`config.mk`:
```
export PLATFORM = sky130hd
export DESIGN_NAME = sum_collector
export DESIGN_NICKNAME = d
export VERILOG_FILES = /design/src/rtl/sum_collector.sv
export SDC_FILE = /design/constraint.sdc
export NUM_CORES = 1
export LEC_CHECK = 0
export CAP_MARGIN = 15
export CORE_MARGIN = 2
export CORE_UTILIZATION = 40
export DETAILED_ROUTE_END_ITERATION = 16
export PLACE_DENSITY = 0.71
export SYNTH_ARGS = -nofsm -noshare
export SYNTH_HDL_FRONTEND = slang
export SYNTH_SLANG_ARGS = --single-unit
```
`constraint.sdc`:
```
create_clock -name clk_i -period 3.2 [get_ports clk_i]
set_input_delay 0.64 -clock clk_i [delete_from_list [all_inputs] [get_ports clk_i]]
set_output_delay 0.64 -clock clk_i [all_outputs]
set_load 0.005 [all_outputs]
```
`src/rtl/sum_collector.sv`:
```
// Collects DW-bit sums over valid/ready and emits one record (total, count, overflow) per block of N samples.
// Optional min/max tracking is built only when SUM_COLLECTOR_MINMAX_EN is defined.
module sum_collector #(
  parameter int DW = 16,
  parameter int N  = 4,
  parameter int AW = 20
) (
  input  logic                     clk_i,
  input  logic                     rst_i,
  input  logic [DW-1:0]            in_data_i,
  input  logic                     in_valid_i,
  output logic                     in_ready_o,
  input  logic                     flush_i,
  output logic [AW-1:0]            out_sum_o,
  output logic [$clog2(N+1)-1:0]   out_count_o,
  output logic                     out_ovf_o,
  output logic [DW-1:0]            out_min_o,
  output logic [DW-1:0]            out_max_o,
  output logic                     out_valid_o,
  input  logic                     out_ready_i
);

  localparam int CW = $clog2(N+1);

  typedef enum logic {ACC, HOLD} state_e;

  state_e         state_q, state_d;
  logic [AW-1:0]  acc_q, acc_d;
  logic [CW-1:0]  count_q, count_d;
  logic           ovf_q, ovf_d;
  logic [AW-1:0]  outSum_q, outSum_d;
  logic [CW-1:0]  outCount_q, outCount_d;
  logic           outOvf_q, outOvf_d;

  logic           accept;
  logic           closeBlock;
  logic           carry;
  logic [AW-1:0]  accSum;
  logic [AW-1:0]  accNext;
  logic [CW-1:0]  countNext;
  logic           ovfNext;

  assign in_ready_o  = (state_q == ACC) && !rst_i;
  assign out_valid_o = (state_q == HOLD);
  assign out_sum_o   = outSum_q;
  assign out_count_o = outCount_q;
  assign out_ovf_o   = outOvf_q;

  // The block closes on the Nth accept, or on a flush that has at least one sample to report.
  always_comb begin
    accept              = in_ready_o && in_valid_i;
    {carry, accSum}     = {1'b0, acc_q} + {{(AW + 1 - DW){1'b0}}, in_data_i};
    accNext             = accept ? accSum : acc_q;
    countNext           = accept ? count_q + CW'(1) : count_q;
    ovfNext             = ovf_q | (accept & carry);
    closeBlock          = (state_q == ACC) &&
                          ((accept && (count_q == CW'(N - 1))) ||
                           (flush_i && ((count_q != '0) || accept)));
  end

  always_comb begin
    state_d    = state_q;
    acc_d      = acc_q;
    count_d    = count_q;
    ovf_d      = ovf_q;
    outSum_d   = outSum_q;
    outCount_d = outCount_q;
    outOvf_d   = outOvf_q;
    case (state_q)
      ACC: begin
        if (closeBlock) begin
          state_d    = HOLD;
          outSum_d   = accNext;
          outCount_d = countNext;
          outOvf_d   = ovfNext;
          acc_d      = '0;
          count_d    = '0;
          ovf_d      = 1'b0;
        end else begin
          acc_d   = accNext;
          count_d = countNext;
          ovf_d   = ovfNext;
        end
      end
      HOLD: begin
        if (out_ready_i) begin
          state_d = ACC;
        end
      end
      default: state_d = ACC;
    endcase
  end

  always_ff @(posedge clk_i) begin
    if (rst_i) begin
      state_q    <= ACC;
      acc_q      <= '0;
      count_q    <= '0;
      ovf_q      <= 1'b0;
      outSum_q   <= '0;
      outCount_q <= '0;
      outOvf_q   <= 1'b0;
    end else begin
      state_q    <= state_d;
      acc_q      <= acc_d;
      count_q    <= count_d;
      ovf_q      <= ovf_d;
      outSum_q   <= outSum_d;
      outCount_q <= outCount_d;
      outOvf_q   <= outOvf_d;
    end
  end

`ifdef SUM_COLLECTOR_MINMAX_EN
  logic [DW-1:0] min_q, max_q, outMin_q, outMax_q;
  logic [DW-1:0] minNext, maxNext;

  // The first sample of a block seeds both extremes; later samples compare unsigned.
  always_comb begin
    minNext = min_q;
    maxNext = max_q;
    if (accept) begin
      if (count_q == '0) begin
        minNext = in_data_i;
        maxNext = in_data_i;
      end else begin
        minNext = (in_data_i < min_q) ? in_data_i : min_q;
        maxNext = (in_data_i > max_q) ? in_data_i : max_q;
      end
    end
  end

  always_ff @(posedge clk_i) begin
    if (rst_i) begin
      min_q    <= '0;
      max_q    <= '0;
      outMin_q <= '0;
      outMax_q <= '0;
    end else if (closeBlock) begin
      outMin_q <= minNext;
      outMax_q <= maxNext;
      min_q    <= '0;
      max_q    <= '0;
    end else begin
      min_q <= minNext;
      max_q <= maxNext;
    end
  end

  assign out_min_o = outMin_q;
  assign out_max_o = outMax_q;
`else
  assign out_min_o = '0;
  assign out_max_o = '0;
`endif

endmodule

```
# After elaboration in Yosys (flattened, before gate mapping)
# Index checks and enable logic that the tools add are counted.
# totals
regBits	49
input_bits	21
out_inout_bits	58
wordCells	31
# op_classes
n_addsub	2
n_eq_ne	1
mux	8
bitwise	3
reduce_logical	10
# op_table
op	n
20-bit two-way mux	2
20-bit by 16-bit adder with 21-bit output	1
3-bit two-way mux	2
1-bit logical AND	5
3-bit by 1-bit adder with 3-bit output (second input constant)	1
3-bit by 2-bit equality test with 1-bit output (second input constant)	1
1-bit two-way mux	3
3-bit nonzero test	1
1-bit logical OR	2
1-bit one-hot mux with 2 select lines	1
2-bit AND reduction	1
1-bit bitwise AND	1
1-bit zero test	1
1-bit inverter	1
1-bit bitwise OR	1

# Logic depth before layout (Yosys ltp)
# depth
word_depth	9
ltp_mapped	9
depth_no_buf	9

# Least setup slack after synthesis
# OpenSTA, ideal clock, no wires.
# synth_timing
kind	input to register
from	in in_data_i[0]
to	reg outSum_q[14], in the netlist out_sum_o[14]
setup_time_ps	120
arrival_time_ps	2593
required_time_ps	3080
path_slack_ps	487
path_stages	9
n_path_buf	0
cell_sequence	ha_1 fa_1 a21o_1 a311oi_2 nor3_1 a221o_1 mux2_4 o21ai_1 nand2_1
# synth_between
elab_chain_cells	2
# synth_lines
item	line	source
start: declaration	10	input logic [DW-1:0] in_data_i,
20-bit by 16-bit adder with 21-bit output	52	{carry, accSum} = {1'b0, acc_q} + {{(AW + 1 - DW){1'b0}}, in_data_i};
20-bit two-way mux	53	accNext = accept ? accSum : acc_q;
end signal: assignment	108	outSum_q <= outSum_d;
end: declaration	31	logic [AW-1:0] outSum_q, outSum_d;
# No other way between the ends.
# A chain may end at the register's enable or synchronous reset.

# Final worst setup path
# layout_timing
from	in in_data_i[0]
to	reg acc_q[14]
# layout_between
elab_chain_cells	3
# layout_lines
item	line	source
20-bit by 16-bit adder with 21-bit output	52	
20-bit two-way mux	53	
20-bit two-way mux	71	if (closeBlock) begin
end signal: assignment	97	acc_q <= '0;
end signal: assignment	105	acc_q <= acc_d;
end: declaration	28	logic [AW-1:0] acc_q, acc_d;
# No other way between the ends.

==> results.sh <==
export IMPL_cp_num_buf_inv=1
export IMPL_async_flop_share_pct=0
export IMPL_drt_wl_total_um=7170
export IMPL_avgSynthCellArea_um2=8.31
export IMPL_final_max_slew_viol_count=0
export IMPL_wl_per_cell_um=14.0
export IMPL_crit_fanout=3
export IMPL_grt_overflow=0
export IMPL_netlist_area_mm2=0.00301
export IMPL_die_h_um=90.7
export IMPL_num_io_pins=79
export IMPL_final_common_cell="dfxtp_1"
export IMPL_synth_edf_count=0
export IMPL_fmax_mhz=331
export IMPL_vias_per_cell=5.12
export IMPL_hpwl_um=5400
export IMPL_dieWidth_um=90.7
export IMPL_root_buffer="clkbuf_8"
export IMPL_status="complete, no violations"
export IMPL_grt_pass1_wl_um=11900
export IMPL_max_cap_violations=0
export IMPL_post_cts_buffers=0
export IMPL_power_switching_w=0.000540
export IMPL_clkPwrFrac_pct=24.2
export IMPL_track_usage_pct=17.5
export IMPL_worst_ep_arrival_time_ns=3.22
export IMPL_ys_ff_latch=49
export IMPL_relSlewSlack_pct=52.7
export IMPL_final_cell_mix="dfxtp_1 (49), clkdlybuf4s50_1 (46), nor2_1 (43)"
export IMPL_cp_start_kind="input pin"
export IMPL_whs_path_depth=2
export IMPL_worstSetupPathType="input pin to register"
export IMPL_r2r_cells=9
export IMPL_finalSetupViolCount=0
export IMPL_p_int_w=0.00107
export IMPL_postRouteAntennaNets=0
export IMPL_drtIter0Drc=237
export IMPL_first_global_vias=2534
export IMPL_vias=2627
export IMPL_p_sw_share_pct=33.5
export IMPL_power_leakage_nw=1.48
export IMPL_fillers=726
export IMPL_cts_tree="built"
export IMPL_clock_latency_ns=0.31
export IMPL_coreArea_mm2=0.00725
export IMPL_hp_class="register to register"
export IMPL_fin_crit_sh_pct=94.4
export IMPL_combinationalPowerShare_pct=32.4
export IMPL_placementRows=31
export IMPL_hold_viol_final=0
export IMPL_peakVddDrop_uv=190
export IMPL_pwr_share_seq_pct=43.4
export IMPL_place_area_mm2=0.00350
export IMPL_die_area_mm2=0.00823
export IMPL_stdcell_area_mm2=0.00360
export IMPL_numPortBuffers=46
export IMPL_clk_pin_slew_worst_paths_ns=0.09
export IMPL_start_util_pct=41.5
export IMPL_final_util_pct=49.6
export IMPL_routabilityCongestion=0.895
export IMPL_drtPass1Iterations=5
export IMPL_drc_errors=0
export IMPL_yosysSeqAreaShare_pct=32.6
export IMPL_powerDensity_mw_per_mm2=449
export IMPL_yosysWarningCount=0
export IMPL_slowest_stage="clkdlybuf4s50_1"
export IMPL_nNetsFinal=454
export IMPL_antenna_cells=0
export IMPL_cts_hold_buf=0
export IMPL_crit_path_cell_trace="clkdlybuf4s50_1, ha_1, fa_1, a21o_1, a311oi_2, nor3_1, a221o_1, mux2_4, o21ai_1, nand2_1"
export IMPL_antenna_found_initial=0
export IMPL_clock_sinks=49
export IMPL_cp_required_ns=3.40
export IMPL_cts_buffers=5
export IMPL_drive_above_1_share_pct=7.25
export IMPL_crit_family="compound AO/OA/AOI/OAI gates"
export IMPL_synth_cell_types=57
export IMPL_max_slew_worst_pin_slew_ns=0.704
export IMPL_fin_crit_ns=3.02
export IMPL_cp_depth=10
export IMPL_cts_resized=0
export IMPL_cts_max_level=2
export IMPL_fin_skew_ns=0.00955
export IMPL_cts_path_max_buffers=2
export IMPL_synthCells=362
export IMPL_critPathMaxStageDelay_ns=0.40
export IMPL_yosys_most_used_dff="dfxtp_1"
export IMPL_area_growth_pct=19.6
export IMPL_rsz0062_at_grt="no"
export IMPL_end_kind="register"
export IMPL_grt_start_max_net_pins=22
## synthesized netlist by cell type (2+ instances only)
master,number,area share [%]
a31oi_1,4,0.83
o21a_1,3,0.75
nor3_1,6,1.0
ha_1,19,7.9
o2bb2ai_1,2,0.58
a21oi_1,20,3.3
a22o_1,9,2.6
and2_1,3,0.62
xor2_1,7,2.0
buf_2,3,0.50
xnor2_1,10,2.9
dfxtp_1,49,33
a32oi_1,2,0.58
nor3b_1,3,0.75
inv_1,6,0.75
buf_4,32,8.0
a21o_1,8,2.0
nand2_1,39,4.9
nor2_1,43,5.4
nand3b_1,2,0.50
and3_1,2,0.42
o21ai_0,20,3.3
nand3_1,7,1.2
o21ai_1,7,1.2
a22oi_1,11,2.7
mux2i_1,4,1.3
a211oi_1,3,0.75
clkbuf_1,9,1.1
## cell families after synthesis
group	Yosys count	share of synthesized area, %
other cells	1	0.125
fa+ha+maj	20	8.57
mux	5	1.83
flops	49	32.6
simple gates	112	16.4
xor+xnor	17	4.95
buf+inv	50	10.4
compound gates	108	25.1
## registers in the layout, indices dropped and copies added (netlist names)
register     cells
acc_q           20
out_ovf_o        1
out_sum_o       20
out_count_o      3
ovf_q            1
out_valid_o      1
count_q          3
## worst min-delay path: cells and delay by family (launching register included)
family,cells,cell delay (ns)
AOI/OAI and AO/OA,1,0.05
DFF,1,0.32
and+or+nand+nor,1,0.05
## layout make-up
type | instances | area (um2) | area share [%]
Clock buffer | 6 | 82.6 | 2.30
Clock inverter | 2 | 13.8 | 0.383
Inverter | 6 | 22.5 | 0.626
Multi-Input combinational cell | 294 | 1830 | 50.9
Sequential cell | 49 | 981 | 27.3
Tap cell | 99 | 124 | 3.44
Timing Repair Buffer | 57 | 543 | 15.1
## worst paths after layout
kind                start      endpoint  slack, ns
min          out_sum_o[1]  out_sum_o[1]       0.46
max reg2reg      acc_q[0]     acc_q[14]       0.60
max          in_data_i[0]     acc_q[14]       0.18
min reg2reg  out_sum_o[1]  out_sum_o[1]       0.46
## layer usage
layer / track usage (%) / wire length, um / share of wire, % / up-vias
met3: 3.01 / 435 / 6.1 / 8
met1: 22.8 / 3300 / 46 / 1210
li1: - / - / - / 1325
met4: 3.85 / 76 / 1.1 / 0
met2: 30.0 / 3350 / 47 / 84
met5: 0 / 0 / 0 / -
## power groups by stage
stage	combinational (W)	sequential, W	clock (W)
after floorplan	0.000374	0.000707	0
after global placement	0.000509	0.000714	0
after detailed placement	0.000517	0.000716	0
after CTS	0.000521	0.000702	0.000399
after global routing	0.000578	0.000709	0.000422
final	0.000522	0.000701	0.000391
## metrics by stage
step	power, W	cells	TNS, ns	setup WS (ns)	hold slack, ns
3_3_place_gp	0.00122	505	-0.418	-0.111	0.445
6_report	0.00161	513	0	0.179	0.462
4_1_cts	0.00162	513	0	0.175	0.468
5_1_grt	0.00171	513	0	0.0608	0.489
3_5_place_dp	0.00123	505	-0.665	-0.125	0.447
2_1_floorplan	0.00108	393	0	0.487	0.435
(Power assumes the default switching activity.)
